### src/rtl/seq_detect_param_if.sv
// Serial-line bundle for the pattern detector: sampling controls and bit in,
// match flag and counter out.
interface seq_detect_param_if #(
  parameter int PATTERN_W = 3,
  parameter int CNT_W     = 8
);
  logic                 en;
  logic                 in;
  logic [PATTERN_W-1:0] pattern;
  logic                 overlap;
  logic                 clear;
  logic                 out;
  logic [CNT_W-1:0]     match_count;
  logic                 count_sat;

  modport master (
    output en, in, pattern, overlap, clear,
    input  out, match_count, count_sat
  );

  modport slave (
    input  en, in, pattern, overlap, clear,
    output out, match_count, count_sat
  );
endinterface

### src/rtl/seq_detect_param.sv
// Runtime-programmable serial pattern detector with overlap control, input
// enable, synchronous clear and a saturating match counter.
module seq_detect_param #(
  parameter int PATTERN_W = 3,
  parameter int CNT_W     = 8
) (
  input  logic              clock,
  input  logic              reset,
  seq_detect_param_if.slave bus
);

  localparam int FILL_W = $clog2(PATTERN_W + 1);
  localparam logic [FILL_W-1:0] FILL_FULL = FILL_W'(PATTERN_W);

  typedef enum logic {FILLING, ARMED} phase_t;

  logic [PATTERN_W-1:0] hist;
  logic [PATTERN_W-1:0] hist_nxt;
  logic [FILL_W-1:0]    fill;
  logic [FILL_W-1:0]    fill_nxt;
  logic [CNT_W-1:0]     count;
  logic [CNT_W-1:0]     count_nxt;
  logic                 out_q;
  logic                 sat_q;
  logic                 hit;
  phase_t               phase;
  phase_t               phase_nxt;

  function automatic logic [CNT_W-1:0] sat_inc(input logic [CNT_W-1:0] c);
    return (&c) ? c : c + CNT_W'(1);
  endfunction

  // A match needs a full window of accepted bits that equals the pattern
  // after the incoming bit has been shifted in.
  always_comb begin
    hist_nxt  = {hist[PATTERN_W-2:0], bus.in};
    phase     = (fill == FILL_FULL) ? ARMED : FILLING;
    fill_nxt  = (phase == ARMED) ? fill : fill + FILL_W'(1);
    phase_nxt = (fill_nxt == FILL_FULL) ? ARMED : FILLING;
    hit       = bus.en && (phase_nxt == ARMED) && (hist_nxt == bus.pattern);
    count_nxt = hit ? sat_inc(count) : count;
  end

  always_ff @(posedge clock) begin
    if (!reset) begin
      hist  <= '0;
      fill  <= '0;
      count <= '0;
      out_q <= 1'b0;
      sat_q <= 1'b0;
    end else if (bus.clear) begin
      hist  <= '0;
      fill  <= '0;
      count <= '0;
      out_q <= 1'b0;
      sat_q <= 1'b0;
    end else begin
      out_q <= hit;
      if (bus.en) begin
        hist  <= hist_nxt;
        // Non-overlapping mode restarts the window so the next match
        // needs PATTERN_W fresh bits.
        fill  <= (hit && !bus.overlap) ? '0 : fill_nxt;
        count <= count_nxt;
        sat_q <= &count_nxt;
      end
    end
  end

  assign bus.out         = out_q;
  assign bus.match_count = count;
  assign bus.count_sat   = sat_q;

endmodule

### src/flat_wrapper.sv
// flat-port wrapper written by rule: the top's interface ports become plain ports
module seq_detect_param_flat 
#(
  parameter int PATTERN_W = 3,
  parameter int CNT_W     = 8
)
  (clock, reset, bus_en, bus_in, bus_pattern, bus_overlap, bus_clear, bus_out, bus_match_count, bus_count_sat);
  seq_detect_param_if #(.PATTERN_W(PATTERN_W), .CNT_W(CNT_W)) bus_i ();
  input  logic clock;
  input  logic reset;
  input wire logic [$bits(bus_i.en)-1:0] bus_en;
  input wire logic [$bits(bus_i.in)-1:0] bus_in;
  input wire logic [$bits(bus_i.pattern)-1:0] bus_pattern;
  input wire logic [$bits(bus_i.overlap)-1:0] bus_overlap;
  input wire logic [$bits(bus_i.clear)-1:0] bus_clear;
  output wire logic [$bits(bus_i.out)-1:0] bus_out;
  output wire logic [$bits(bus_i.match_count)-1:0] bus_match_count;
  output wire logic [$bits(bus_i.count_sat)-1:0] bus_count_sat;
  assign bus_i.en = bus_en;
  assign bus_i.in = bus_in;
  assign bus_i.pattern = bus_pattern;
  assign bus_i.overlap = bus_overlap;
  assign bus_i.clear = bus_clear;
  assign bus_out = bus_i.out;
  assign bus_match_count = bus_i.match_count;
  assign bus_count_sat = bus_i.count_sat;
  seq_detect_param #(.PATTERN_W(PATTERN_W), .CNT_W(CNT_W)) u_core (.clock(clock), .reset(reset), .bus(bus_i));
endmodule
### config.mk
export PLATFORM = sky130hd
export DESIGN_NAME = seq_detect_param_flat
export DESIGN_NICKNAME = d
export VERILOG_FILES = /design/src/rtl/seq_detect_param_if.sv /design/src/rtl/seq_detect_param.sv /design/src/flat_wrapper.sv
export SDC_FILE = /design/constraint.sdc
export NUM_CORES = 1
export LEC_CHECK = 0
export CAP_MARGIN = 20
export CORE_AREA = 5 5 50 48
export CTS_BUF_LIST = sky130_fd_sc_hd__clkbuf_8
export DETAILED_ROUTE_END_ITERATION = 7
export DIE_AREA = 0 0 55 53
export PLACE_DENSITY = 0.73
export SKIP_CTS_REPAIR_TIMING = 1
export SYNTH_ARGS = -nofsm -noshare
export SYNTH_HDL_FRONTEND = slang
export SYNTH_SLANG_ARGS = --single-unit
### constraint.sdc
create_clock -name clock -period 2.1 [get_ports clock]
set_clock_uncertainty 0.1 [all_clocks]
set_input_delay 0.42 -clock clock [delete_from_list [all_inputs] [get_ports clock]]
set_output_delay 0.42 -clock clock [all_outputs]
set_load 0.05 [all_outputs]
After elaboration in Yosys (flattened, before gate mapping)
Cells that the tools add are included.

cells by class
  add/sub/neg operators = 2
  bitwise gates (word level) = 1
  mux-type cells = 6
  shift-type cells = 0
  reduce and logical (&&, ||, !) cells = 7
  multipliers = 0
  order comparisons = 0
  div/mod/pow operators = 0
  equality and inequality tests = 3

operators by type and width
  kind                                                           count
  8-bit two-way mux                                              2
  8-bit AND reduction                                            2
  8-bit by 1-bit adder with 8-bit output, second input constant  1
  2-bit equality test, second input constant                     2
  2-bit two-way mux                                              2
  3-bit equality test                                            1
  1-bit logical AND                                              3
  2-bit by 1-bit adder with 2-bit output, second input constant  1
  1-bit two-way mux                                              2
  2-bit OR reduction                                             1
  1-bit logical NOT                                              1
  1-bit NOT                                                      1

word-level totals
  input bits = 9
  bits in registers = 14
  output and inout bits = 10
  memories = 0
  memory bits (writable) = 0
  bits in read-only memories = 0
  bits in latches = 0
  word-level logic and storage cells = 24

Depth between registers and ports, before layout
  word-level depth = 9
  depth in mapped cells = 7
  gate-level depth less buffers = 6

Worst setup path after synthesis
Ideal clock, no wire load.

  path type = reg2reg
  start = register u_core.count[0] (netlist: u_core.bus.match_count[0])
  end = register u_core.sat_q (netlist: u_core.bus.count_sat)
  period minus slack after synthesis = 2.273 ns
  arrival = 2.086 ns
  path slack = -0.173 ns
  cell stages (with the launch flop) = 7
  buffers on the path = 0
  setup time = 0.087 ns
  cells stage by stage = dfxtp_1 ha_1 nand3_1 nor2_1 o311ai_0 or4_1 o31ai_1

between the ends
  longest elaborated chain between the ends = 4

ends and longest elaborated chain
  item                                                                                  RTL line                RTL
  from (decl)                                                                           seq_detect_param.sv:21  logic [CNT_W-1:0] count;
  from (signal assigned)                                                                seq_detect_param.sv:64  count <= count_nxt;
  8-bit by 1-bit adder with 8-bit output / 8-bit AND reduction (equally long branches)  seq_detect_param.sv:30  return (&c) ? c : c + CNT_W'(1);
  8-bit two-way mux                                                                     seq_detect_param.sv:30
  8-bit two-way mux (*)                                                                 seq_detect_param.sv:41  count_nxt = hit ? sat_inc(count) : count;
  8-bit AND reduction (*)                                                               seq_detect_param.sv:65  sat_q <= &count_nxt;
  to (signal assigned)                                                                  seq_detect_param.sv:65
  to (decl)                                                                             seq_detect_param.sv:24  logic sat_q;

Mark *: on every way between the ends. The rest lies on a longest branch, timed or not.
A chain may end at the register's enable or synchronous reset.

Worst setup path in the final report
  start = input bus_pattern[0]
  end = register u_core.sat_q (netlist: u_core.bus.count_sat)

between the ends
  longest elaborated chain between the ends = 4

ends and longest elaborated chain
  item                 RTL line                RTL
  from (decl)          flat_wrapper.sv:13      input wire logic [$bits(bus_i.pattern)-1:0] bus_pattern;
  3-bit equality test  seq_detect_param.sv:40  hit = bus.en && (phase_nxt == ARMED) && (hist_nxt == bus.pattern);
  1-bit logical AND    seq_detect_param.sv:40
  8-bit two-way mux    seq_detect_param.sv:41
  8-bit AND reduction  seq_detect_param.sv:65

No other way between the ends.

==> metrics.txt <==
# TYPE chip_impl_metric gauge
chip_impl_info{name="worstSetupStartpoint",value="bus_pattern[0]"} 1
chip_impl_metric{name="number_of_warnings_reported_in_the_yosys_synthesis_log",unit=""} 0
chip_impl_info{name="worst-setup-path-type",value="input pin to register"} 1
chip_impl_metric{name="fillCellCount",unit=""} 179
chip_impl_info{name="cp_top_delay_family",value="simple AND/OR/NAND/NOR gates"} 1
chip_impl_metric{name="dp_hpwl",unit="um"} 1410
chip_impl_metric{name="place.gp.congestion",unit=""} 0.852
chip_impl_metric{name="final-seq-area",unit="um^2"} 284
chip_impl_metric{name="drt.antenna.violating_nets",unit=""} 0
chip_impl_metric{name="numPortBuffers",unit=""} 18
chip_impl_metric{name="cp_slowest_stage_delay",unit="ns"} 0.51
chip_impl_metric{name="ys_types",unit=""} 35
chip_impl_metric{name="syn-mean-instance-area",unit="um^2"} 8.52
chip_impl_metric{name="vias",unit=""} 772
chip_impl_metric{name="worst_r2r_path_depth",unit=""} 5
chip_impl_metric{name="initial_core_util",unit="%"} 42.1
chip_impl_metric{name="coreArea",unit="um^2"} 1820
chip_impl_metric{name="num_io_pins",unit=""} 19
chip_impl_metric{name="pin_count_of_the_biggest_net_entering_global_routing",unit=""} 11
chip_impl_metric{name="first_pass_grt_wire_length",unit="um"} 3130
chip_impl_metric{name="layout_worst_path_cycle_share",unit="%"} 95.6
chip_impl_metric{name="first_global_vias",unit=""} 735
chip_impl_info{name="worst_path_cell_chain",value="clkbuf_2, xor2_2, nor4_4, a41oi_2, or4_1, o31ai_1"} 1
chip_impl_metric{name="cp_data_arrival_time",unit="ns"} 2.07
chip_impl_metric{name="p_total",unit="uW"} 569
chip_impl_metric{name="post_route_cells_drive_above_1_share",unit="%"} 29.3
chip_impl_metric{name="synthToLayoutAreaGrowth",unit="%"} 42.6
chip_impl_metric{name="postSynthNetCount",unit=""} 100
chip_impl_info{name="cts_tree",value="done"} 1
chip_impl_info{name="hold_class",value="input pin to register"} 1
chip_impl_metric{name="die_width",unit="um"} 55
chip_impl_metric{name="share_clk_of_total_power",unit="%"} 45.3
chip_impl_info{name="setup.worst_path.start_class",value="input pin"} 1
chip_impl_info{name="worstSetupEndpoint",value="u_core.bus.count_sat"} 1
chip_impl_metric{name="timing.final.ws_setup",unit="ns"} 0.0924
chip_impl_info{name="reg2reg_to",value="u_core.bus.count_sat"} 1
chip_impl_metric{name="synthesis.area",unit="um^2"} 767
chip_impl_metric{name="seqPwrFrac",unit="%"} 47.4
chip_impl_metric{name="clock_sinks",unit=""} 14
chip_impl_info{name="commonest_non_fill_non_tap_cells_in_the_layout",value="sky130_fd_sc_hd__nor2_1, sky130_fd_sc_hd__buf_4, sky130_fd_sc_hd__dfxtp_1"} 1
chip_impl_info{name="synth.top_cells.by_area",value="sky130_fd_sc_hd__dfxtp_1, sky130_fd_sc_hd__nor2_1, sky130_fd_sc_hd__xor2_1"} 1
chip_impl_info{name="timing.critical_path.slowest_stage_cell",value="sky130_fd_sc_hd__or4_1"} 1
chip_impl_metric{name="synth_seq_area_share",unit="%"} 36.5
chip_impl_metric{name="final_max_slew_viol_count",unit=""} 0
chip_impl_metric{name="max_freq",unit="MHz"} 498
chip_impl_metric{name="max_slew.worst_pin.slew",unit="ns"} 0.517
chip_impl_metric{name="initial_antenna_violation_count",unit=""} 0
chip_impl_metric{name="routed_wirelength",unit="um"} 1890
chip_impl_metric{name="drt_first_iter_violations",unit=""} 29
chip_impl_info{name="yosysTopAreaCell",value="sky130_fd_sc_hd__dfxtp_1"} 1
chip_impl_metric{name="finish.instance_area",unit="um^2"} 1090
chip_impl_metric{name="internal-power",unit="uW"} 456
chip_impl_info{name="worst_hold_startpoint",value="bus_in"} 1
chip_impl_metric{name="p_leak",unit="nW"} 0.413
chip_impl_info{name="worst_setup_path_end_kind",value="register"} 1
chip_impl_metric{name="worstSkewPairLatency",unit="ns"} 0.24
chip_impl_metric{name="finish.net_count",unit=""} 127
chip_impl_metric{name="post_drt_wl_per_cell",unit="um"} 13.4
chip_impl_metric{name="cp_num_buf_inv",unit=""} 1
chip_impl_metric{name="final.min_clock_period",unit="ns"} 2.01
chip_impl_metric{name="power.ir.vdd_worst",unit="mV"} 0.354
chip_impl_metric{name="slew_headroom",unit="%"} 65.4
chip_impl_metric{name="design.die.area",unit="um^2"} 2920
chip_impl_metric{name="diodes",unit=""} 0
chip_impl_metric{name="dr.pass1.iters",unit=""} 4
chip_impl_metric{name="power.switching_fraction",unit="%"} 20.0
chip_impl_metric{name="viasPerCell",unit=""} 5.48
chip_impl_metric{name="timing.hold.ws",unit="ns"} 0.381
chip_impl_info{name="worst_r2r_startpoint",value="u_core.hist[0]"} 1
chip_impl_metric{name="crit_path_max_fanout",unit=""} 5
chip_impl_metric{name="cp_data_required_time",unit="ns"} 2.16
chip_impl_metric{name="ctsHtreeMaxLevel",unit=""} 1
chip_impl_info{name="cts-root-buf",value="sky130_fd_sc_hd__clkbuf_8"} 1
chip_impl_metric{name="path_depth",unit=""} 6
chip_impl_metric{name="drt_drc_violations_left",unit=""} 0
chip_impl_metric{name="ff2ff_setup_slack",unit="ns"} 0.09
chip_impl_metric{name="post-place-ws",unit="ns"} -0.397
chip_impl_metric{name="timing.max_cap.violations",unit=""} 0
chip_impl_metric{name="grt_util_all_layers",unit="%"} 14.3
chip_impl_info{name="outcome",value="finished clean"} 1
chip_impl_metric{name="pwr_density_cell",unit="nW/um^2"} 521
chip_impl_metric{name="placementRows",unit=""} 15
chip_impl_metric{name="synth.ff_latch_count",unit=""} 14
chip_impl_metric{name="grt.overflow.total",unit=""} 0
chip_impl_metric{name="yosys.area.top_type_share",unit="%"} 36.5
chip_impl_metric{name="cts_max_path_buffers",unit=""} 2
chip_impl_metric{name="netlist_instances",unit=""} 90
chip_impl_metric{name="footprint_of_the_multi_input_gates",unit="um^2"} 493
chip_impl_metric{name="p_comb_share",unit="%"} 7.3
chip_impl_metric{name="clk_transition_reported_paths",unit="ns"} 0.06
chip_impl_metric{name="cts_inserted_buffers",unit=""} 3
chip_impl_metric{name="placed_instance_area",unit="um^2"} 1010
chip_impl_metric{name="report.final.setup_viol",unit=""} 0
chip_impl_metric{name="die_height",unit="um"} 53
chip_impl_metric{name="final_hold_viol_count",unit=""} 0
chip_impl_metric{name="power.switching",unit="uW"} 114
chip_impl_info{name="mostFrequentLayoutCell",value="sky130_fd_sc_hd__nor2_1"} 1
registers in the layout (all words and copies together), names as in the netlist:
name,count
u_core.bus.count_sat,1
u_core.bus.match_count,8
u_core.bus.out,1
u_core.fill,2
u_core.hist,2
worst reg2reg max path: cells and delay by family (launching register included):
kind,cells,cell delay (ns)
simple gates,2,0.90
xor+xnor,1,0.19
flops,1,0.34
compound gates,2,0.40
power groups by stage:
stage          Sequential (mW)  Clock [mW]  Combinational (mW)
2_1_floorplan            0.275           0              0.0203
3_3_place_gp             0.275           0              0.0407
3_5_place_dp             0.275           0              0.0417
4_1_cts                  0.269       0.264              0.0417
5_1_grt                  0.270       0.276              0.0456
6_report                 0.270       0.258              0.0416
cells by family (layout without fill, tap and decap cells):
logic type | after synthesis | count (layout) | synth area share, %
flops | 14 | 14 | 36.5
fa+ha+maj | 1 | 1 | 1.63
mux | 2 | 2 | 2.61
buf+inv | 6 | 32 | 4.73
simple gates | 40 | 40 | 28.5
xor+xnor | 7 | 7 | 7.99
compound gates | 20 | 20 | 17.9
layout make-up:
type | count | share of cell area (%)
Clock buffer | 4 | 5.03
Inverter | 2 | 0.686
Multi-Input combinational cell | 70 | 45.1
Sequential cell | 14 | 26.0
Tap cell | 25 | 2.86
Timing Repair Buffer | 26 | 20.4
metrics by stage:
stage | setup TNS [ns] | utilization [%] | cells
global route | -0.00990 | 60.1 | 141
detailed placement | -1.88 | 55.3 | 137
finish | 0 | 60.1 | 141
CTS | -0.269 | 58.4 | 141
global placement | -1.69 | 55.3 | 137
floorplan | 0 | - | 90
cells in the mapped netlist:
library cell               count
sky130_fd_sc_hd__nand2b_1      2
sky130_fd_sc_hd__a21o_1        1
sky130_fd_sc_hd__nand3b_1      2
sky130_fd_sc_hd__dfxtp_1      14
sky130_fd_sc_hd__inv_1         2
sky130_fd_sc_hd__a31oi_1       4
sky130_fd_sc_hd__ha_1          1
sky130_fd_sc_hd__clkbuf_8      1
sky130_fd_sc_hd__or4_1         2
sky130_fd_sc_hd__or3b_2        1
sky130_fd_sc_hd__and4_1        1
sky130_fd_sc_hd__clkbuf_1      2
sky130_fd_sc_hd__mux2i_1       2
sky130_fd_sc_hd__a22o_1        1
sky130_fd_sc_hd__nand3_1       4
sky130_fd_sc_hd__or2_1         1
sky130_fd_sc_hd__a41oi_1       1
sky130_fd_sc_hd__o311ai_0      1
sky130_fd_sc_hd__o221ai_1      1
sky130_fd_sc_hd__and3_1        2
sky130_fd_sc_hd__a41o_2        1
sky130_fd_sc_hd__a211oi_1      1
sky130_fd_sc_hd__nand2_1       5
sky130_fd_sc_hd__or3_1         1
sky130_fd_sc_hd__nor3_1        1
sky130_fd_sc_hd__nand4_1       2
sky130_fd_sc_hd__o31ai_1       1
sky130_fd_sc_hd__a21oi_1       6
sky130_fd_sc_hd__buf_4         1
sky130_fd_sc_hd__nor2_1       15
sky130_fd_sc_hd__xnor2_1       1
sky130_fd_sc_hd__nor4_4        1
sky130_fd_sc_hd__o21ai_0       1
sky130_fd_sc_hd__xor2_1        6
sky130_fd_sc_hd__a311oi_1      1
routing by layer:
layer / wire [um] / GRT usage (%) / share of wire, % / up-vias
met5: 0 / 0 / 0 / -
met4: 0 / 3.24 / 0 / 0
met3: 90 / 3.38 / 4.8 / 0
met2: 955 / 23.6 / 51 / 23
met1: 843 / 18.5 / 45 / 368
li1: - / - / - / 381
worst min path at each step:
| stage | to | slack (ns) | cells past startpoint |
|---|---|---|---|
| global placement | u_core.fill[0] | 0.37 | 2 |
| floorplan | u_core.fill[0] | 0.36 | 2 |
| CTS | u_core.bus.match_count[1] | 0.40 | 2 |
| finish | u_core.hist[0] | 0.38 | 3 |
| detailed placement | u_core.bus.match_count[1] | 0.39 | 2 |
| global route | u_core.hist[0] | 0.40 | 3 |
(Power assumes the default switching activity.)
